### config.mk
export PLATFORM = sky130hd
export DESIGN_NAME = buf_req_ctrl
export DESIGN_NICKNAME = d
export VERILOG_FILES = /design/src/rtl/buf_req_ctrl.sv
export SDC_FILE = /design/constraint.sdc
export NUM_CORES = 1
export LEC_CHECK = 0
export CORE_MARGIN = 2
export CORE_UTILIZATION = 45
export DETAILED_ROUTE_END_ITERATION = 12
export DONT_BUFFER_PORTS = 1
export PLACE_DENSITY = 0.69
export SLEW_MARGIN = 40
export SYNTH_ARGS = -nofsm -noshare
export SYNTH_HDL_FRONTEND = slang
export SYNTH_SLANG_ARGS = --single-unit
### constraint.sdc
create_clock -name clk -period 2.13 [get_ports clk]
set_clock_uncertainty 0.1 [all_clocks]
set_input_delay 0.426 -clock clk [delete_from_list [all_inputs] [get_ports clk]]
set_output_delay 0.426 -clock clk [all_outputs]
set_load 0.05 [all_outputs]
### src/rtl/buf_req_ctrl.sv
// Request front-end for the 4-entry buffer pool: tag lookup, free fill,
// and LFU-directed replacement with a single request in flight.
module buf_req_ctrl #(
  parameter int TAG_W = 8
) (
  input  logic             clk,
  input  logic             rst_n,
  input  logic             req_valid,
  output logic             req_ready,
  input  logic [TAG_W-1:0] req_tag,
  input  logic             flush,
  output logic             rsp_valid,
  input  logic             rsp_ready,
  output logic [1:0]       rsp_buf,
  output logic             rsp_hit,
  output logic             evict_valid,
  output logic [TAG_W-1:0] evict_tag,
  output logic             ref_valid,
  output logic [1:0]       ref_buf_numbr,
  output logic             new_buf_req,
  input  logic [1:0]       buf_num_replc
);

  typedef enum logic [2:0] {
    IDLE,
    LOOKUP,
    REPL_REQ,
    REPL_WAIT,
    RESP
  } state_t;

  state_t           state;
  logic [TAG_W-1:0] tags [4];
  logic [3:0]       vld;
  logic [TAG_W-1:0] cur;
  logic [TAG_W-1:0] evict_hold;

  logic       hit;
  logic [1:0] hit_idx;
  logic       free;
  logic [1:0] free_idx;

  // Descending scan so the lowest matching index wins.
  always_comb begin
    hit      = 1'b0;
    hit_idx  = 2'd0;
    free     = 1'b0;
    free_idx = 2'd0;
    for (int i = 3; i >= 0; i--) begin
      if (vld[i] && tags[i] == cur) begin
        hit     = 1'b1;
        hit_idx = 2'(i);
      end
      if (!vld[i]) begin
        free     = 1'b1;
        free_idx = 2'(i);
      end
    end
  end

  assign req_ready   = (state == IDLE) && !flush;
  // The victim index is only valid during REPL_WAIT, so the eviction
  // report has to be visible in that same cycle.
  assign evict_valid = (state == REPL_WAIT);
  assign evict_tag   = evict_valid ? tags[buf_num_replc]
                                   : evict_hold;

  always_ff @(posedge clk or negedge rst_n) begin
    if (!rst_n) begin
      state         <= IDLE;
      vld           <= '0;
      for (int i = 0; i < 4; i++)
        tags[i] <= '0;
      cur           <= '0;
      evict_hold    <= '0;
      rsp_valid     <= 1'b0;
      rsp_buf       <= 2'd0;
      rsp_hit       <= 1'b0;
      ref_valid     <= 1'b0;
      ref_buf_numbr <= 2'd0;
      new_buf_req   <= 1'b0;
    end else begin
      ref_valid   <= 1'b0;
      new_buf_req <= 1'b0;
      unique case (state)
        IDLE: begin
          if (flush) begin
            vld <= '0;
          end else if (req_valid) begin
            cur   <= req_tag;
            state <= LOOKUP;
          end
        end
        LOOKUP: begin
          unique case (1'b1)
            hit: begin
              state         <= RESP;
              rsp_valid     <= 1'b1;
              rsp_buf       <= hit_idx;
              rsp_hit       <= 1'b1;
              ref_valid     <= 1'b1;
              ref_buf_numbr <= hit_idx;
            end
            (!hit && free): begin
              tags[free_idx] <= cur;
              vld[free_idx]  <= 1'b1;
              state          <= RESP;
              rsp_valid      <= 1'b1;
              rsp_buf        <= free_idx;
              rsp_hit        <= 1'b0;
              ref_valid      <= 1'b1;
              ref_buf_numbr  <= free_idx;
            end
            default: begin
              state       <= REPL_REQ;
              new_buf_req <= 1'b1;
            end
          endcase
        end
        REPL_REQ: begin
          state <= REPL_WAIT;
        end
        REPL_WAIT: begin
          evict_hold          <= tags[buf_num_replc];
          tags[buf_num_replc] <= cur;
          state               <= RESP;
          rsp_valid           <= 1'b1;
          rsp_buf             <= buf_num_replc;
          rsp_hit             <= 1'b0;
          ref_valid           <= 1'b1;
          ref_buf_numbr       <= buf_num_replc;
        end
        RESP: begin
          if (rsp_ready) begin
            rsp_valid <= 1'b0;
            state     <= IDLE;
          end
        end
        default: state <= IDLE;
      endcase
    end
  end

endmodule

==> results of run 1 <==
-- final timing paths --
path                               endpoint  slack (ps)  cells past startpoint        from
setup / recovery               evict_tag[3]        -130                      3     tags[3]
hold / removal                       cur[7]         130                      1  req_tag[7]
setup reg to reg                   tags[12]        -100                      8     tags[6]
hold reg to reg                     tags[4]         450                      1     tags[4]
max in group asynchronous  ref_buf_numbr[1]        1140                      2       rst_n
min in group asynchronous            cur[3]         490                      2       rst_n
-- cell type report --
type	count	area share [%]
Inverter	9	0.753
Clock inverter	5	1.67
Timing Repair Buffer	75	15.3
Sequential cell	61	34.3
Tap cell	99	2.76
Multi-Input combinational cell	172	42.3
Clock buffer	11	2.93
-- metal layers --
metal / vias up / part of all wire [%] / GRT usage, %
met3: 19 / 4.8 / 7.21
met5: - / 0 / 0
met4: 0 / 2.4 / 7.56
li1: 1080 / - / -
met2: 68 / 50 / 33.9
met1: 1191 / 43 / 26.1
-- through the flow --
step                      TNS (ps)  hold WS [ps]  cells  power [µW]  utilization (%)
after floorplan              -35.9          30.4    259        3270                -
after global placement       -3620          33.5    398        3740             53.7
after detailed placement     -4070          32.9    398        3800             53.7
after CTS                    -3440           119    430        5250             61.2
after global routing         -6990           115    432        5620             62.2
final                        -3270           130    432        5370             62.2
-- synth_stat cells, types with 3 or more instances --
master	count	area share (%)
and3_1	4	0.75
dfrtp_1	61	46
clkbuf_1	5	0.57
buf_6	3	1.0
nand4_1	6	1.1
a21oi_1	8	1.2
nor3_1	7	1.1
xnor2_1	31	8.2
nor4_1	5	0.94
mux2_2	22	7.5
mux2_1	11	3.7
o22ai_1	3	0.57
inv_1	8	0.91
nand3_1	7	1.1
nor2_1	7	0.79
buf_4	7	1.6
mux4_2	8	5.4
nand2_1	12	1.4
mux2_4	16	7.2
-- flip-flops by register name, summed over array words and instances (netlist names) --
name,flops
state,3
tags,32
vld,4
ref_buf_numbr,2
ref_valid,1
evict_hold,8
rsp_valid,1
new_buf_req,1
cur,8
rsp_hit,1
-- placed cells by master, fill, tap and decap left out, drive strengths merged, types with 2 or more instances in the layout --
cell type,n
o22ai,3
clkinv,3
inv,9
mux2,49
a21oi,11
a31oi,3
xnor2,31
nand2,12
bufinv,2
nor3,9
dfrtp,61
and3,4
nand4,7
buf,74
nor4,7
nor2,7
nand3,8
mux4,8
clkbuf,11
-- power by group --
part           switching (µW)  internal (µW)  leakage [µW]
Combinational             889           1350       0.00116
Clock                     451            654      0.000107
Sequential                518           1500      0.000779
Total                    1860           3510       0.00205
-- kinds of logic after synthesis --
| kind of cell | Yosys count |
|---|---|
| AOI/OAI and AO/OA | 28 |
| xor gates and xnor gates | 32 |
| buffers and inverters | 26 |
| DFF | 61 |
| muxes | 57 |
| and+or+nand+nor | 55 |
-- timing repair --
action | in CTS | in global routing
hold buffers | 2 | 0
pin swaps | 9 | 2
buffers inserted | 15 | 2
gates resized for setup | 43 | 10
endpoints found under the hold margin | 61 | 0
endpoints found under the setup margin | 50 | 49
==> summary.txt, run 1 <==
Critical path
  – Crit path arrival time: 1740 ps
  – CP Buf/Inv Count: 1
  – Peak fanout along the critical path: 2
  – Setup crit end kind: primary output
  – Top Family by Delay on Critical Path: multiplexers
  – Critical path startpoint category: register
  – Max incr delay on CP: 500 ps
  – Crit path kind: reg2out
  – Worst Path Required: between 1500 and 2000 ps
  – Worst-path cell chain: buf_6 -> mux4_2 -> mux2_4
  – Worst path slowest cell: mux4_2

CTS
  – CTS root buf: clkbuf_8
  – Clock Sink Count: 61
  – H-tree Lvls: 3
  – Num CTS Buffers: 9
  – CTS max path bufs: 2
  – Clock-pin slew on the worst setup and hold paths: 70 ps
  – CTS tree: built
  – Skew-Pair Late Insertion Delay: approximately 340 ps

Timing
  – Worst Tran Pin Value: a little over 500 ps
  – F_max: approximately 440 MHz
  – RSZ-0062 raised after global routing: yes
  – Fin crit share: 106%
  – Final-report setup violation count: 42
  – Final min period: 2260 ps
  – Final worst-path setup slack: -132 ps
  – Final Hold Vio Count: 0
  – Final slew viol count: 0
  – Slew margin rel.: 65.5%

Power and ir drop
  – Static Leak: just over 0.002 µW
  – Worst vdd ir: 0.000444 V
  – PwrDens: 1200 nW/µm²

Finish
  – Fillers: between 500 and 600
  – Diode count: 0
  – Multi-input logic area: 1900 µm²
  – Layout Nets: 343
  – Area growth from synthesis to layout: 35.3%
  – Layout cells sized above 1: 54.7%
  – Final instance area: approximately 4500 µm²
  – Register Area: roughly 1500 µm²

Yosys
  – Adder-Cell Fraction of Synth Area: 0%
  – Distinct cells, synth: 43
  – Synth Warn #: 0
  – #FFs+latches synth: 61
  – Largest family of logic cells by synthesized area: multiplexers
  – Synth Area in Simple Gates: 9.84%
  – Asr flop ratio synth: 100%
  – Main flop type after synthesis: dfrtp_1
  – EDFF count, synth: 0
  – Cells after synthesis: 259
  – Mux contribution to synthesized area: 23.9%
  – Synthesized cell area: 3320 µm²
  – Avg Synthesized Cell Area: around 13 µm²
  – Xor-xnor portion of the synthesized cell area: 8.45%
  – Area fraction in compound gates after synthesis: 7.39%
  – Seq/Total Area, Yosys: 46.0%
  – Synth Net Count: 274

Run status
  – Failing checks: negative setup slack
  – Status: complete, but fails checks

Global route
  – Grt ovf: 0
  – First-pass GRT wire length: about 13000 µm
  – GRT Util Overall: between 20% and 30%
  – Initial antenna violation count: 0
  – Largest net degree at the start of global routing: 62
  – Vias in the first global route: 2528

Place
  – Buffers on Ports: 0
  – Setup slack at placement: -152 ps
  – GP Congestion: 0.834
  – Placed wire-length estimate: 5480 µm
  – Placed Area: about 3900 µm²

Detailed routing
  – # DRC: 0
  – Detail Route Antenna Nets: 0
  – Routed vias/inst: ~5.5
  – First-pass DRT Iterations: 4
  – WL final: 8240 µm
  – Via count: between 2000 and 2500
  – DRT iter0 DRCs: 171
  – Avg WL per Cell: about 19 µm

Flow run
  – Max-cap violations: 0

Floorplan
  – Placement Rows: 31
  – Ports: 33
  – Die Height: 89.9 µm
  – Die X: 89.9 µm
  – Starting density of the core: 46.0%
  – Core box area: 7210 µm²
  – Die area: between 8000 and 9000 µm²

Hold path
  – Hold WC Path Type: in2reg
Power figures use the tool's default switching activity.
==> inputs of run 2 (changes only) <==
--- a/config.mk
+++ b/config.mk
@@ -5,7 +5,6 @@
 export SDC_FILE = /design/constraint.sdc
 export NUM_CORES = 1
 export LEC_CHECK = 0
-export CORE_MARGIN = 2
 export CORE_UTILIZATION = 45
 export DETAILED_ROUTE_END_ITERATION = 12
 export DONT_BUFFER_PORTS = 1
==> run 2 against run 1 <==
Compared with the run above: the flow still finishes with violations (negative setup slack); sequential share of layout area down 2.4 points; worst setup slack got worse by 50 ps; hold slack lost 1.3 ps; clock-buffer cell count is 1 higher; global-route usage is 1.7 points higher; largest cell class unchanged; total power rose by 8.1%; first-iteration DRC count is 45% lower; largest power group unchanged; utilization up 7.3 points; clock power increased by 6%.
==> summary.txt, run 2 (same netlist as run 1, synthesis figures left out) <==
Critical path
  – Worst Path Required: 2260 ps (was 1600 ps)
  – Worst path most repeated cell: nor4_4
  – Crit path arrival time: 2440 ps (was 1740 ps)
  – Top Family by Delay on Critical Path: buffers and inverters (was multiplexers)
  – Critical path startpoint category: register (unchanged)
  – Reg2Reg Depth: 9 (was 8)
  – Cell count along the critical path: 9 (was 3)
  – CP Buf/Inv Count: 3 (was 1)
  – Max incr delay on CP: 470 ps (was 500 ps)
  – Worst R2R End: tags[23] (was tags[12])
  – Setup crit end kind: register (was primary output)
  – Peak fanout along the critical path: 5 (was 2)
  – Crit path kind: reg2reg (was reg2out)
  – Worst-path cell chain: buf_12 -> xnor2_2 -> nand3_2 -> nor4_4 -> clkbuf_16 -> nor4_4 -> a31oi_4 -> buf_6 -> mux2_4 (was buf_6 -> mux4_2 -> mux2_4)
  – Critical path origin: cur[7] (was tags[3])
  – FF-to-FF Start: cur[7] (was tags[6])
  – Worst path slowest cell: dfrtp_2 (was mux4_2)
  – CP endpoint: tags[23] (was evict_tag[3])
  – R2R Setup Slk: -180 ps (was -100 ps)

Detailed routing
  – WL final: 8410 µm (was 8240 µm)
  – Detail Route Antenna Nets: 0 (unchanged)
  – Avg WL per Cell: 18.9 µm (was 19.1 µm)
  – First-pass DRT Iterations: 4 (unchanged)
  – Via count: 2377 (was 2358)
  – # DRC: 0 (unchanged)
  – DRT iter0 DRCs: 94 (was 171)
  – Routed vias/inst: 5.35 (was 5.46)

Finish
  – Layout cells sized above 1: 64.4% (was 54.7%)
  – Register Area: 1540 µm² (unchanged)
  – Fin cells: 444 (was 432)
  – Final instance area: 4820 µm² (was 4490 µm²)
  – Max FFs per register: 32 (unchanged)
  – Multi-input logic area: 2060 µm² (was 1900 µm²)
  – Layout Nets: 358 (was 343)
  – Area growth from synthesis to layout: 45.4% (was 35.3%)
  – Most frequent cells in the layout: buf_4 (60), dfrtp_1 (52), mux2_4 (40) (was buf_4 (53), dfrtp_1 (52), mux2_4 (26))
  – Fillers: 430 (was 543)
  – Largest registers: tags (32), cur (8), evict_hold (8) (unchanged)
  – Diode count: 0 (unchanged)
  – Most common cell after layout, fill and taps aside: buf_4 (unchanged)
  – Reg with most FFs: tags (unchanged)

Global route
  – Vias in the first global route: 2513 (was 2528)
  – Grt ovf: 0 (unchanged)
  – Initial antenna violation count: 0 (unchanged)
  – First-pass GRT wire length: 12600 µm (was 13000 µm)
  – GRT Util Overall: 22.6% (was 20.9%)
  – Largest net degree at the start of global routing: 62 (unchanged)

Run status
  – Failing checks: negative setup slack (unchanged)
  – Status: complete, but fails checks (unchanged)

Place
  – GP Congestion: 0.831 (was 0.834)
  – Buffers on Ports: 0 (unchanged)
  – Placed wire-length estimate: 5360 µm (was 5480 µm)
  – Placed Area: 3900 µm² (was 3880 µm²)
  – Placed cell count: 398 (unchanged)

Timing
  – Final slew viol count: 0 (unchanged)
  – Final Hold Vio Count: 0 (unchanged)
  – Fin Setup TNS: -6320 ps (was -3270 ps)
  – Final-report setup violation count: 46 (was 42)
  – RSZ-0062 raised after global routing: yes (unchanged)
  – Worst Tran Pin Value: 555 ps (was 517 ps)
  – Fin crit share: 109% (was 106%)
  – Final min period: 2310 ps (was 2260 ps)
  – Final worst-path setup slack: -182 ps (was -132 ps)
  – Slew margin rel.: 62.6% (was 65.5%)
  – F_max: 433 MHz (was 442 MHz)

Floorplan
  – Die Height: 87.9 µm (was 89.9 µm)
  – Die X: 87.9 µm (was 89.9 µm)
  – Placement Rows: 30 (was 31)
  – Starting density of the core: 47.8% (was 46.0%)
  – Core box area: 6940 µm² (was 7210 µm²)
  – Die area: 7720 µm² (was 8080 µm²)
  – Ports: 33 (unchanged)

Hold path
  – Hold WC Path Type: in2reg (unchanged)
  – Worst hold path depth: 1 (unchanged)

Power and ir drop
  – PwrDens: 1200 nW/µm² (about the same)
  – Static Leak: 0.00223 µW (was 0.00205 µW)
  – Worst vdd ir: 0.000458 V (was 0.000444 V)

Flow run
  – Max-cap violations: 0 (unchanged)

CTS
  – CTS root buf: clkbuf_8 (unchanged)
  – CTS max path bufs: 2 (unchanged)
  – Clock Sink Count: 61 (unchanged)
  – H-tree Lvls: 3 (unchanged)
  – CTS tree: built (unchanged)
  – Skew-Pair Late Insertion Delay: 340 ps (about the same)
  – Num CTS Buffers: 9 (unchanged)
  – Clock-pin slew on the worst setup and hold paths: 70 ps (about the same)
-- run 2: cell types whose count changed in the layout (fill, tap and decap cells not counted), moves of 3 or more --
cell     before  now
mux2_2       13    9
buf_6        17   24
a21oi_1       8    5
buf_4        53   60
nand3_1       6    3
xnor2_1      18   13
a21oi_2       0    3
xnor2_2      13   18
mux2_4       26   40
mux2_1       10    0
nand3_2       2    5
-- run 2: worst min path at each step --
stage,start,end
floorplan,rst_n,cur[0]
global placement,rst_n,cur[7]
detailed placement,rst_n,tags[15]
CTS,req_tag[3],cur[3]
global route,req_tag[7],cur[7]
finish,req_tag[7],cur[7]
-- run 2: worst reg2reg max path, stage by stage, from the launching register on --
cell and delay [ps]:
dfrtp_2 470, buf_12 150, xnor2_2 130, nand3_2 120
nor4_4 300, clkbuf_16 200, nor4_4 60, a31oi_4 210
buf_6 170, mux2_4 300
-- run 2: final cells by class --
cell class              count  area share, %
multi-input cells         172           42.8
clock inverters             4           1.45
repair buffers             90           17.5
clock buffers              12           3.22
well taps                  96           2.49
inverters                   9          0.700
flip-flops and latches     61           31.9
-- run 2: power breakdown --
| part | leakage (µW) | internal [µW] | switching, µW |
|---|---|---|---|
| clock | 0.000116 | 719 | 446 |
| combinational | 0.00133 | 1620 | 979 |
| sequential | 0.000779 | 1500 | 537 |
| total | 0.00223 | 3840 | 1960 |
-- run 2: through the flow --
step	worst slack (ps)	util, %	total power [µW]	hold WS [ps]
2_1_floorplan	-4.49	-	3270	30.4
3_3_place_gp	-153	56.1	3770	32.8
3_5_place_dp	-165	56.1	3830	32.7
4_1_cts	-140	64.6	5430	119
5_1_grt	-240	69.5	6080	108
6_report	-182	69.5	5810	129
-- run 2: repair_timing --
| item | CTS | global route |
|---|---|---|
| pin swaps | 9 | 18 |
| endpoints found under the setup margin | 50 | 51 |
| gates resized for setup | 43 | 50 |
| buffers inserted | 19 | 12 |
| hold buffers | 2 | 0 |
| hold endpoints to repair | 61 | 0 |
-- run 2: layer usage --
metal / routed length [µm] / global-route usage, %
met1: 3770 / 28.8
met2: 4150 / 36.6
met3: 351 / 5.75
met4: 139 / 9.39
met5: 0 / 0
==> inputs of run 3 (changes only) <==
--- a/config.mk
+++ b/config.mk
@@ -8,7 +8,6 @@
 export CORE_UTILIZATION = 45
 export DETAILED_ROUTE_END_ITERATION = 12
 export DONT_BUFFER_PORTS = 1
-export PLACE_DENSITY = 0.69
 export SLEW_MARGIN = 40
 export SYNTH_ARGS = -nofsm -noshare
 export SYNTH_HDL_FRONTEND = slang
==> run 3 against run 2 <==
Compared with the run above: the flow still finishes with violations (negative setup slack); maximum frequency up 2.2%; global-route usage increased by 1.2 points; utilization shrank 1.7 points; register-to-register slack better by 80 ps; clock power barely moved; critical path depth down 6; critical endpoint is now evict_tag[7]; highest routed layer unchanged.
==> summary.txt, run 3 (same netlist as run 1, synthesis figures left out) <==
Run status
  – Status: complete, but fails checks (unchanged)
  – Failing checks: negative setup slack (unchanged)

Timing
  – Final Hold Vio Count: 0 (unchanged)
  – Final-report setup violation count: 42 (was 46)
  – Fin Setup TNS: -3450 ps (was -6320 ps)
  – RSZ-0062 raised after global routing: yes (unchanged)
  – Final min period: 2260 ps (was 2310 ps)
  – F_max: 442 MHz (was 433 MHz)
  – Worst Tran Pin Value: 590 ps (was 555 ps)
  – Final slew viol count: 0 (unchanged)
  – Fin crit share: 106% (was 109%)
  – Final worst-path setup slack: -132 ps (was -182 ps)
  – Slew margin rel.: 60.6% (was 62.6%)
  – Hold Slack: 113 ps (was 129 ps)

Global route
  – Vias in the first global route: 2501 (was 2513)
  – Largest net degree at the start of global routing: 62 (unchanged)
  – Grt ovf: 0 (unchanged)
  – Initial antenna violation count: 0 (unchanged)
  – GRT Util Overall: 23.8% (was 22.6%)
  – First-pass GRT wire length: 13100 µm (was 12600 µm)

CTS
  – Clock-pin slew on the worst setup and hold paths: 70 ps (about the same)
  – CTS max path bufs: 2 (unchanged)
  – Clock Sink Count: 61 (unchanged)
  – H-tree Lvls: 3 (unchanged)
  – CTS tree: built (unchanged)
  – CTS root buf: clkbuf_8 (unchanged)
  – Num CTS Buffers: 9 (unchanged)
  – Skew-Pair Late Insertion Delay: 360 ps (was 340 ps)

Power and ir drop
  – PwrDens: 1200 nW/µm² (about the same)
  – Static Leak: 0.00218 µW (was 0.00223 µW)
  – Worst vdd ir: 0.000689 V (was 0.000458 V)

Critical path
  – Worst Path Required: 1600 ps (was 2260 ps)
  – Setup crit end kind: primary output (was register)
  – Crit path kind: reg2out (was reg2reg)
  – Crit path arrival time: 1740 ps (was 2440 ps)
  – Worst-path cell chain: buf_6 -> mux4_2 -> mux2_4 (was buf_12 -> xnor2_2 -> nand3_2 -> nor4_4 -> clkbuf_16 -> nor4_4 -> a31oi_4 -> buf_6 -> mux2_4)
  – Max incr delay on CP: 470 ps (about the same)
  – Worst path slowest cell: mux4_2 (was dfrtp_2)
  – Reg2Reg Depth: 7 (was 9)
  – Peak fanout along the critical path: 2 (was 5)
  – Critical path startpoint category: register (unchanged)

Finish
  – Layout cells sized above 1: 59.9% (was 64.4%)
  – Register Area: 1540 µm² (unchanged)
  – Final instance area: 4710 µm² (was 4820 µm²)
  – Multi-input logic area: 1980 µm² (was 2060 µm²)
  – Fillers: 498 (was 430)
  – Max FFs per register: 32 (unchanged)
  – Post-layout util: 67.8% (was 69.5%)
  – Diode count: 0 (unchanged)
  – Layout Nets: 354 (was 358)
  – Reg with most FFs: tags (unchanged)
  – Area growth from synthesis to layout: 41.8% (was 45.4%)
  – Most frequent cells in the layout: buf_4 (60), dfrtp_1 (52), mux2_4 (33) (was buf_4 (60), dfrtp_1 (52), mux2_4 (40))
  – Most common cell after layout, fill and taps aside: buf_4 (unchanged)
  – Largest registers: tags (32), cur (8), evict_hold (8) (unchanged)

Place
  – Placed wire-length estimate: 5310 µm (was 5360 µm)
  – Setup slack at placement: -156 ps (was -165 ps)
  – Placed Area: 3920 µm² (was 3900 µm²)
  – GP Congestion: 0.805 (was 0.831)
  – Buffers on Ports: 0 (unchanged)

Detailed routing
  – WL final: 8510 µm (was 8410 µm)
  – Avg WL per Cell: 19.4 µm (was 18.9 µm)
  – DRT iter0 DRCs: 102 (was 94)
  – First-pass DRT Iterations: 4 (unchanged)
  – # DRC: 0 (unchanged)
  – Detail Route Antenna Nets: 0 (unchanged)
  – Via count: 2400 (was 2377)
  – Routed vias/inst: 5.45 (was 5.35)

Floorplan
  – Die X: 87.9 µm (unchanged)
  – Ports: 33 (unchanged)
  – Core box area: 6940 µm² (unchanged)
  – Placement Rows: 30 (unchanged)
  – Die area: 7720 µm² (unchanged)
  – Die Height: 87.9 µm (unchanged)
  – Starting density of the core: 47.8% (unchanged)

Hold path
  – Worst hold path depth: 1 (unchanged)
  – Hold WC Path Type: in2reg (unchanged)

Flow run
  – Max-cap violations: 0 (unchanged)
==> run 3: area by class of cell <==
type                       instances  share of cell area (%)
clock buffer                      10                    2.92
clock inverter                     6                    1.83
inverter                           9                   0.718
multi-input combinational        172                    42.1
sequential                        61                    32.7
tap                               96                    2.55
timing repair buffer              86                    17.2
==> run 3: power by group <==
part | switching (µW) | total, µW | internal, µW | leakage (µW)
combinational | 904 | 2450 | 1550 | 0.00129
sequential | 541 | 2040 | 1500 | 0.000779
clock | 482 | 1170 | 688 | 0.000112
total | 1930 | 5670 | 3740 | 0.00218
==> run 3: through the flow <==
stage / power (µW) / cells
after floorplan: 3270 / 259
after global placement: 3830 / 400
after detailed placement: 3860 / 400
after CTS: 5400 / 432
after global routing: 5940 / 440
final: 5670 / 440
==> run 3: per-layer routing <==
| metal | up-vias | track usage [%] | part of all wire [%] |
|---|---|---|---|
| met5 | - | 0 | 0 |
| li1 | 1098 | - | - |
| met4 | 0 | 9.54 | 2.3 |
| met1 | 1199 | 29.2 | 42 |
| met2 | 84 | 38.9 | 50 |
| met3 | 19 | 7.54 | 5.5 |
==> run 3: path summary, 6_finish.rpt <==
kind | slack, ps | endpoint | startpoint
setup / recovery | -130 | evict_tag[7] | tags[7]
hold / removal | 110 | cur[5] | req_tag[5]
setup reg to reg | -100 | tags[16] | cur[2]
hold reg to reg | 450 | ref_buf_numbr[0] | ref_buf_numbr[0]
max in group asynchronous | 1150 | cur[1] | rst_n
min in group asynchronous | 500 | rsp_hit | rst_n
==> run 3: what timing repair did <==
item	CTS	global route
hold buffers	2	0
resized for setup	45	27
gates cloned	1	0
buffers inserted	14	11
endpoints found under the hold margin	61	0
pin swaps	8	21
endpoints found under the setup margin	49	51
==> run 3: critical path, delay by kind of cell (launching register included) <==
kind	cells	cell delay, ps
DFF	1	420
muxes	2	830
buffers and inverters	1	130
